<file path="config.mk">
export PLATFORM = sky130hd
export DESIGN_NAME = lock_controller
export DESIGN_NICKNAME = d
export VERILOG_FILES = /design/src/rtl/lock_pkg.sv /design/src/rtl/gate_timer.sv /design/src/rtl/lock_controller.sv
export SDC_FILE = /design/constraint.sdc
export NUM_CORES = 1
export LEC_CHECK = 0
export CORE_MARGIN = 5
export CORE_UTILIZATION = 45
export CTS_BUF_LIST = sky130_fd_sc_hd__clkbuf_4 sky130_fd_sc_hd__clkbuf_8
export DETAILED_ROUTE_END_ITERATION = 8
export GPL_TIMING_DRIVEN = 0
export PLACE_DENSITY = 0.67
export SKIP_LAST_GASP = 1
export SLEW_MARGIN = 25
export SYNTH_ARGS = -nofsm -noshare
export SYNTH_HDL_FRONTEND = slang
export SYNTH_SLANG_ARGS = --single-unit
</file>
<file path="constraint.sdc">
create_clock -name clk -period 3.9 [get_ports clk]
set_clock_uncertainty 0.05 [all_clocks]
set_input_delay 0.585 -clock clk [delete_from_list [all_inputs] [get_ports clk]]
set_output_delay 0.585 -clock clk [all_outputs]
set_load 0.02 [all_outputs]
</file>
<file path="src/rtl/lock_pkg.sv">
// Shared definitions for the canal lock controller.
// Holds the controller FSM state type and the default water-level and timing constants.
package lock_pkg;

  typedef enum logic [1:0] {
    ST_IDLE,
    ST_FILL,
    ST_DRAIN,
    ST_GATE
  } state_e;

  localparam int unsigned DefaultWidth      = 8;
  localparam int unsigned DefaultInnerLevel = 49;
  localparam int unsigned DefaultOuterLevel = 73;
  localparam int unsigned DefaultFillStep   = 4;
  localparam int unsigned DefaultDrainStep  = 5;
  localparam int unsigned DefaultGateCycles = 4;

endpackage

</file>
<file path="src/rtl/gate_timer.sv">
// Gate-movement timer: loads GATE_CYCLES, counts down while enabled and pulses expire
// in the last cycle of the move.
// Ports:
//   clk, rst  - clock and asynchronous active-low reset
//   load      - reload the counter with GATE_CYCLES
//   en        - count down this cycle
//   expire    - high during the final counted cycle (count == 1 while enabled)
module gate_timer #(
  parameter int unsigned GATE_CYCLES = 4
) (
  input  logic clk,
  input  logic rst,
  input  logic load,
  input  logic en,
  output logic expire
);

  localparam int unsigned CntW = $clog2(GATE_CYCLES + 1);

  logic [CntW-1:0] count_q;

  always_ff @(posedge clk or negedge rst) begin
    if (!rst) begin
      count_q <= '0;
    end else if (load) begin
      count_q <= CntW'(GATE_CYCLES);
    end else if (en && (count_q != '0)) begin
      count_q <= count_q - CntW'(1);
    end
  end

  assign expire = en && (count_q == CntW'(1));

endmodule

</file>
<file path="src/rtl/lock_controller.sv">
// Canal lock controller: raises/lowers the lock level between the inner and outer canal
// levels, sequences the two ports and tracks gondola occupancy.
// Ports:
//   clk, rst                  - clock and asynchronous active-low reset
//   fill_req, drain_req       - level requests (raise / lower)
//   outer_close, inner_close  - requested port states, 1 = closed
//   gondola_in, gondola_out   - one-cycle gondola entry / exit pulses
//   lock_level                - current lock water level
//   outer_closed, inner_closed- actual port states, 1 = closed
//   occupied                  - gondola inside the lock
//   busy                      - FSM not idle
//   done, err                 - one-cycle completion / rejection pulses
module lock_controller
  import lock_pkg::*;
#(
  parameter int unsigned WIDTH       = DefaultWidth,
  parameter int unsigned INNER_LEVEL = DefaultInnerLevel,
  parameter int unsigned OUTER_LEVEL = DefaultOuterLevel,
  parameter int unsigned FILL_STEP   = DefaultFillStep,
  parameter int unsigned DRAIN_STEP  = DefaultDrainStep,
  parameter int unsigned GATE_CYCLES = DefaultGateCycles,
  parameter int unsigned RESET_LEVEL = INNER_LEVEL
) (
  input  logic             clk,
  input  logic             rst,
  input  logic             fill_req,
  input  logic             drain_req,
  input  logic             outer_close,
  input  logic             inner_close,
  input  logic             gondola_in,
  input  logic             gondola_out,
  output logic [WIDTH-1:0] lock_level,
  output logic             outer_closed,
  output logic             inner_closed,
  output logic             occupied,
  output logic             busy,
  output logic             done,
  output logic             err
);

  // One extra bit so a step past either limit never wraps before clamping.
  localparam logic [WIDTH:0] InnerW = (WIDTH + 1)'(INNER_LEVEL);
  localparam logic [WIDTH:0] OuterW = (WIDTH + 1)'(OUTER_LEVEL);
  localparam logic [WIDTH:0] FillW  = (WIDTH + 1)'(FILL_STEP);
  localparam logic [WIDTH:0] DrainW = (WIDTH + 1)'(DRAIN_STEP);

  state_e           state_q, state_d;
  logic [WIDTH-1:0] level_q, level_d;
  logic             outer_closed_q, outer_closed_d;
  logic             inner_closed_q, inner_closed_d;
  logic             occupied_q, occupied_d;
  logic             done_q, done_d;
  logic             err_q, err_d;
  logic             gate_sel_q, gate_sel_d;  // 0 = outer port moving, 1 = inner port moving
  logic             timer_load, timer_expire;
  logic [WIDTH:0]   level_w, fill_sum, drain_diff, fill_next, drain_next;
  logic             at_outer, at_inner, port_open;

  gate_timer #(
    .GATE_CYCLES(GATE_CYCLES)
  ) u_gate_timer (
    .clk   (clk),
    .rst   (rst),
    .load  (timer_load),
    .en    (state_q == ST_GATE),
    .expire(timer_expire)
  );

  always_comb begin
    level_w    = {1'b0, level_q};
    fill_sum   = level_w + FillW;
    drain_diff = level_w - DrainW;
    fill_next  = (fill_sum >= OuterW) ? OuterW : fill_sum;
    // A borrow sets the top bit, which also means we went below the inner level.
    drain_next = (drain_diff[WIDTH] || (drain_diff <= InnerW)) ? InnerW : drain_diff;
    at_outer   = (level_w == OuterW);
    at_inner   = (level_w == InnerW);
    port_open  = !outer_closed_q || !inner_closed_q;
  end

  always_comb begin
    state_d        = state_q;
    level_d        = level_q;
    outer_closed_d = outer_closed_q;
    inner_closed_d = inner_closed_q;
    occupied_d     = occupied_q;
    gate_sel_d     = gate_sel_q;
    done_d         = 1'b0;
    err_d          = 1'b0;
    timer_load     = 1'b0;

    case (state_q)
      ST_IDLE: begin
        if (outer_close != outer_closed_q) begin
          if (outer_close || (at_outer && inner_closed_q)) begin
            state_d    = ST_GATE;
            gate_sel_d = 1'b0;
            timer_load = 1'b1;
          end else begin
            err_d = 1'b1;
          end
        end else if (inner_close != inner_closed_q) begin
          if (inner_close || (at_inner && outer_closed_q)) begin
            state_d    = ST_GATE;
            gate_sel_d = 1'b1;
            timer_load = 1'b1;
          end else begin
            err_d = 1'b1;
          end
        end else if (fill_req || drain_req) begin
          if ((fill_req && drain_req) || port_open) begin
            err_d = 1'b1;
          end else if (fill_req) begin
            if (at_outer) done_d = 1'b1;
            else          state_d = ST_FILL;
          end else begin
            if (at_inner) done_d = 1'b1;
            else          state_d = ST_DRAIN;
          end
        end
      end
      ST_FILL: begin
        level_d = fill_next[WIDTH-1:0];
        if (fill_next == OuterW) begin
          done_d  = 1'b1;
          state_d = ST_IDLE;
        end
      end
      ST_DRAIN: begin
        level_d = drain_next[WIDTH-1:0];
        if (drain_next == InnerW) begin
          done_d  = 1'b1;
          state_d = ST_IDLE;
        end
      end
      ST_GATE: begin
        if (timer_expire) begin
          if (gate_sel_q) inner_closed_d = !inner_closed_q;
          else            outer_closed_d = !outer_closed_q;
          done_d  = 1'b1;
          state_d = ST_IDLE;
        end
      end
      default: state_d = ST_IDLE;
    endcase

    // Occupancy tracking runs in every state; simultaneous in/out cancels out.
    if (gondola_in && !gondola_out) begin
      if (port_open) occupied_d = 1'b1;
      else           err_d      = 1'b1;
    end else if (gondola_out && !gondola_in) begin
      occupied_d = 1'b0;
    end
  end

  always_ff @(posedge clk or negedge rst) begin
    if (!rst) begin
      state_q        <= ST_IDLE;
      level_q        <= WIDTH'(RESET_LEVEL);
      outer_closed_q <= 1'b1;
      inner_closed_q <= 1'b1;
      occupied_q     <= 1'b0;
      gate_sel_q     <= 1'b0;
      done_q         <= 1'b0;
      err_q          <= 1'b0;
    end else begin
      state_q        <= state_d;
      level_q        <= level_d;
      outer_closed_q <= outer_closed_d;
      inner_closed_q <= inner_closed_d;
      occupied_q     <= occupied_d;
      gate_sel_q     <= gate_sel_d;
      done_q         <= done_d;
      err_q          <= err_d;
    end
  end

  assign lock_level   = level_q;
  assign outer_closed = outer_closed_q;
  assign inner_closed = inner_closed_q;
  assign occupied     = occupied_q;
  assign busy         = (state_q != ST_IDLE);
  assign done         = done_q;
  assign err          = err_q;

endmodule

</file>
* Word-level counts from Yosys, hierarchy flattened *
Cells that the tools add are included.
Widths: inputs -> output; s select.

operators by class
  add/subtract/negate cells = 3
  $lt $le $gt $ge = 2
  eq/ne operators = 21
  multiplexer cells = 50
  bitwise operators = 1
  reduce and logical (&&, ||, !) cells = 30

operators by type and width
  operator             count
  $mux 1               31
  $mux 2               12
  $mux 9               2
  $pmux 8 s2           1
  $ne 4x4->1 const B   3
  $reduce_bool 2->1    6
  $ne 5x5->1 const B   2
  $add 8x3->9 const B  1
  $eq 9x6->1 const B   1
  $eq 9x7->1 const B   1
  $ge 9x7->1 const B   1
  $le 9x6->1 const B   1
  $reduce_and 9->1     1
  $sub 8x3->9 const B  1
  $eq 8x6->1 const B   1
  $eq 8x7->1 const B   1
  $ne 2x2->1 const B   4
  $pmux 2 s4           1
  $logic_and 1x1->1    7
  $logic_or 1x1->1     6
  $mux 3               2
  $reduce_and 3->1     2
  $eq 2x2->1 const B   2
  $logic_not 1->1      4
  12 further kinds     13

storage, ports and cells
  register bits after elaboration = 19
  input bits = 8
  logic and storage cells = 116

* Depth between registers and ports, before layout *
  depth after elaboration = 10
  gate-level depth with buffers = 9

* Hierarchy *
Synthesis repeated with hierarchy kept, for this count alone.

unflattened totals
  cells, all modules = 226
  area, all modules = 1,854.3 µm²

modules (own cells, without submodules)
  module           instances  cells an instance  area an instance (µm²)  sequential area each (µm²)
  lock_controller  1          207                1,650.3                 406.6
  gate_timer       1          19                 203.9                   75.1

* Least setup slack after synthesis *
OpenSTA, ideal clock, no wires.

  path kind = reg-to-reg
  start = reg level_q[3], in the netlist lock_level[3]
  end = reg state_q[0]
  data arrival time = 2,175 ps
  path slack = 1,549 ps
  stages on the path, launching flop included = 10
  path buffers = 1
  clock period less this slack = 2,351 ps
  cells stage by stage = dfrtp_1 buf_2 inv_1 ha_1 nor2b_1 nand2b_2 o221ai_2 o21ai_1 a221o_1 mux2i_1

on the way
  longest elaborated chain between the ends = 7
  elaborated cells on any way between the ends = 22
  classes of those cells = add/sub (2); order compare (2); eq/ne (10); mux (2); reduce/logical (6)

ends and longest elaborated chain
  element                                line                    RTL
  start, declared                        lock_controller.sv:48   logic [WIDTH-1:0] level_q, level_d;
  start signal, assigned                 lock_controller.sv:159  level_q <= WIDTH'(RESET_LEVEL);
  start signal, assigned                 lock_controller.sv:168  level_q <= level_d;
  $sub 8x3->9                            lock_controller.sv:72   drain_diff = level_w - DrainW;
  $le 9x6->1                             lock_controller.sv:75   drain_next = (drain_diff[WIDTH] || (drain_diff <= InnerW)) ? InnerW : drain_diff;
  $logic_or 1x1->1                       lock_controller.sv:75
  $mux 9                                 lock_controller.sv:75
  $eq 9x6->1                             lock_controller.sv:131  if (drain_next == InnerW) begin
  $ne 2x2->1 (no source line)            n/a
  $reduce_and 9->1 (no source line) (*)  n/a
  end signal, assigned                   lock_controller.sv:167  state_q <= state_d;
  end, declared                          lock_controller.sv:47   state_e state_q, state_d;

Every way passes the cells marked *; elsewhere a longest branch is shown, timed or not.
A chain may end at the register's enable or synchronous reset.

* Worst setup path in the final report *
  start = reg level_q[0], in the netlist lock_level[0]
  end = reg level_q[7], in the netlist lock_level[7]

on the way
  longest elaborated chain between the ends = 5
  elaborated cells on any way between the ends = 8
  classes of those cells = add/sub (2); order compare (2); mux (3); reduce/logical (1)

ends and longest elaborated chain
  element           line                   RTL
  $sub 8x3->9       lock_controller.sv:72
  $le 9x6->1        lock_controller.sv:75
  $logic_or 1x1->1  lock_controller.sv:75
  $mux 9            lock_controller.sv:75
  $pmux 8 s2 (*)    lock_controller.sv:92  case (state_q)

Marked as above.

==> flow_summary.json <==
{
  "core_region_area_sq_um": 3940,
  "fin_crit_ns": 2.66,
  "syn_nets": 239,
  "netlist_area_sq_um": 1810,
  "synth-compound-area-share_pct": 27.2,
  "worstPathArrival_ns": 2.79,
  "rsz0062_at_grt": "false",
  "initial_core_util_pct": 46.0,
  "grt_max_degree": 20,
  "gr-usage-all-layers_pct": 17.3,
  "finalHoldViolations": 0,
  "yosys.area_share.simple_pct": 20.6,
  "holdBufCountCts": 0,
  "pin_count": 22,
  "vias_per_cell": 5.60,
  "maxClockFrequency_mhz": 376,
  "finalMaxSlewViolations": 0,
  "antenna_cells": 0,
  "core.rowCount": 23,
  "die_height_um": 73.5,
  "cts_tree": "yes",
  "finalCritPeriodShare_pct": 68.2,
  "synthFlopType": "dfrtp_1",
  "numPortBuffers": 21,
  "hold_depth": 2,
  "ir_drop_mv": 0.381,
  "setup_viol": 0,
  "seq_area_frac_synth_pct": 26.6,
  "r2r_start": "lock_level[0]",
  "dpl.hpwl_mm": 3.39,
  "clk_pin_slew_ns": 0.08,
  "drc": 0,
  "power.leakage_nw": 0.902,
  "cts.htree.levels": 1,
  "fp.dieW_um": 73.5,
  "grt_util_met2_pct": 27.7,
  "synth_xor_area_share_pct": 3.86,
  "crit_path_start": "lock_level[0]",
  "wl_per_cell_um": 15.2,
  "dr.pass1.iters": 4,
  "whs_ns": 0.473,
  "crit_path_start_kind": "flop",
  "ant_nets": 0,
  "synthMuxAreaShare_pct": 3.38,
  "syn_inst": 217,
  "crit_fanout": 9,
  "layout.nets": 265,
  "slew-limit-headroom_pct": 41.0,
  "cts.path.max_buffers": 2,
  "grt_antenna_before_repair": 0,
  "grt_pass1_vias": 1543,
  "cts_resized": 0,
  "routed_wl_mm": 4.44,
  "endpoint_kind": "flop",
  "dieArea_sq_um": 5400,
  "post-cts-setup-buffers": 0,
  "hold_class": "reg -> reg",
  "grt_pass1_wl_mm": 7.40,
  "reg2reg_depth": 9,
  "ys_top_cells_by_area": "dfrtp_1, ha_1, dfstp_2",
  "yosys_warnings": 0,
  "drt-initial-drc-count": 114,
  "cp.required_ns": 4.03,
  "grt_remaining_overflow": 0,
  "synthDistinctLibCells": 62,
  "async_reset_ff_share_pct": 100,
  "grtUsageMet1_pct": 24.7,
  "drive_gt1_share_pct": 12.8,
  "crit_type": "reg -> reg",
  "synth-adder-area-share_pct": 10.2,
  "clock-root-buffer": "clkbuf_8",
  "syn_avg_cell_area_sq_um": 8.36,
  "synth_top_family_by_area": "compound AO/OA/AOI/OAI gates",
  "busiest_layer": "met2",
  "insertion_delay_ns": 0.26,
  "status": "completed",
  "vias": 1635,
  "synth_edf_count": 0,
  "numCtsBuffers": 3,
  "fin_setup_tns_ns": 0,
  "pwr_density_cell_nw_per_um2": 801,
  "worst_pin_slew_ns": 0.883,
  "ys_seq_elements": 19,
  "use_met3_pct": 2.33,
  "cap_violations": 0,
  "yosysTopAreaCellShare_pct": 19.3,
  "gp_congestion": 0.972,
  "clock-sinks": 19,
  "yosysTopAreaCell": "dfrtp_1",
  "synthToLayoutAreaGrowth_pct": 17.6,
  "fillers": 384,
  "hold_start": "gate_sel_q"
}
[synthesized netlist by cell type, drive strengths merged (4+ instances only)]
cell type and n:
nor2b 4, mux2i 5, nor3 5, inv 19, buf 9, xnor2 5
nor2 12, o21ai 24, o21a 5, dfstp 5, ha 14, dfrtp 14
o211ai 5, a21oi 12, clkbuf 4, nand2b 8, nand2 14, and2 4
[worst max-delay path, cell delays in order, from the launching register on]
cell and delay [ns]:
dfstp_2 0.54, buf_2 0.19, inv_1 0.11, ha_1 0.27, nor2b_1 0.29, nand2b_2 0.26
o221ai_2 0.14, a21oi_2 0.33, nand2_1 0.17, o21ai_1 0.22
[sequential cells by signal, indices dropped and copies added (netlist names)]
signal	cells
done	1
err	1
gate_sel_q	1
inner_closed	1
lock_level	8
occupied	1
outer_closed	1
state_q	2
u_gate_timer.count_q	3
[area by class of cell]
cell class | instances | area, sq um | area share (%)
Multi-Input combinational cell | 166 | 1180 | 55.5
Sequential cell | 19 | 482 | 22.6
Timing Repair Buffer | 21 | 210 | 9.85
Buffer | 13 | 77.6 | 3.64
Inverter | 19 | 71.3 | 3.34
Tap cell | 50 | 62.6 | 2.93
Clock buffer | 3 | 41.3 | 1.94
Clock inverter | 1 | 5.00 | 0.235
[worst paths after layout]
kind	endpoint	slack [ns]
min in group asynchronous	lock_level[1]	0.77
min reg2reg	inner_closed	0.47
min	inner_closed	0.47
max	lock_level[7]	1.24
max in group asynchronous	gate_sel_q	2.49
max reg2reg	lock_level[7]	1.24
[cell families (layout without fill, tap and decap cells)]
family                     after synthesis  count (layout)
and+or+nand+nor                         64              64
DFF                                     19              19
buffers and inverters                   32              57
adders and majority gates               15              15
xor gates and xnor gates                 8               8
AOI/OAI and AO/OA                       73              73
muxes                                    6               6
[where the power goes]
group | internal, mW | switching [mW]
clock | 0.0712 | 0.0739
combinational | 0.507 | 0.704
sequential | 0.292 | 0.0615
[cell usage in the layout, fill, tap and decap left out, types with 7 or more instances in the layout]
cell type,n
inv_1,19
a21oi_1,11
o21ai_0,21
clkdlybuf4s50_1,21
nor2_1,11
nand2_1,14
dfrtp_1,14
ha_1,14
nand2b_1,7
[layer usage]
metal	up-vias	routed length, um	share of wire (%)
met1	762	2140	48
met3	4	295	6.6
met4	0	34	0.77
met2	43	1970	44
li1	826	-	-
met5	-	0	0
[metrics by stage]
step / area, sq um / power [mW] / setup slack (ns) / instances / utilization (%)
after floorplan: 1810 / 1.22 / 1.55 / 217 / -
after global placement: 2090 / 1.54 / 1.30 / 288 / 52.9
after detailed placement: 2090 / 1.55 / 1.32 / 288 / 52.9
after CTS: 2130 / 1.71 / 1.29 / 292 / 54.1
after global routing: 2130 / 1.86 / 1.04 / 292 / 54.1
final: 2130 / 1.71 / 1.24 / 292 / 54.1
No activity file was read; power rests on OpenSTA's default activity.
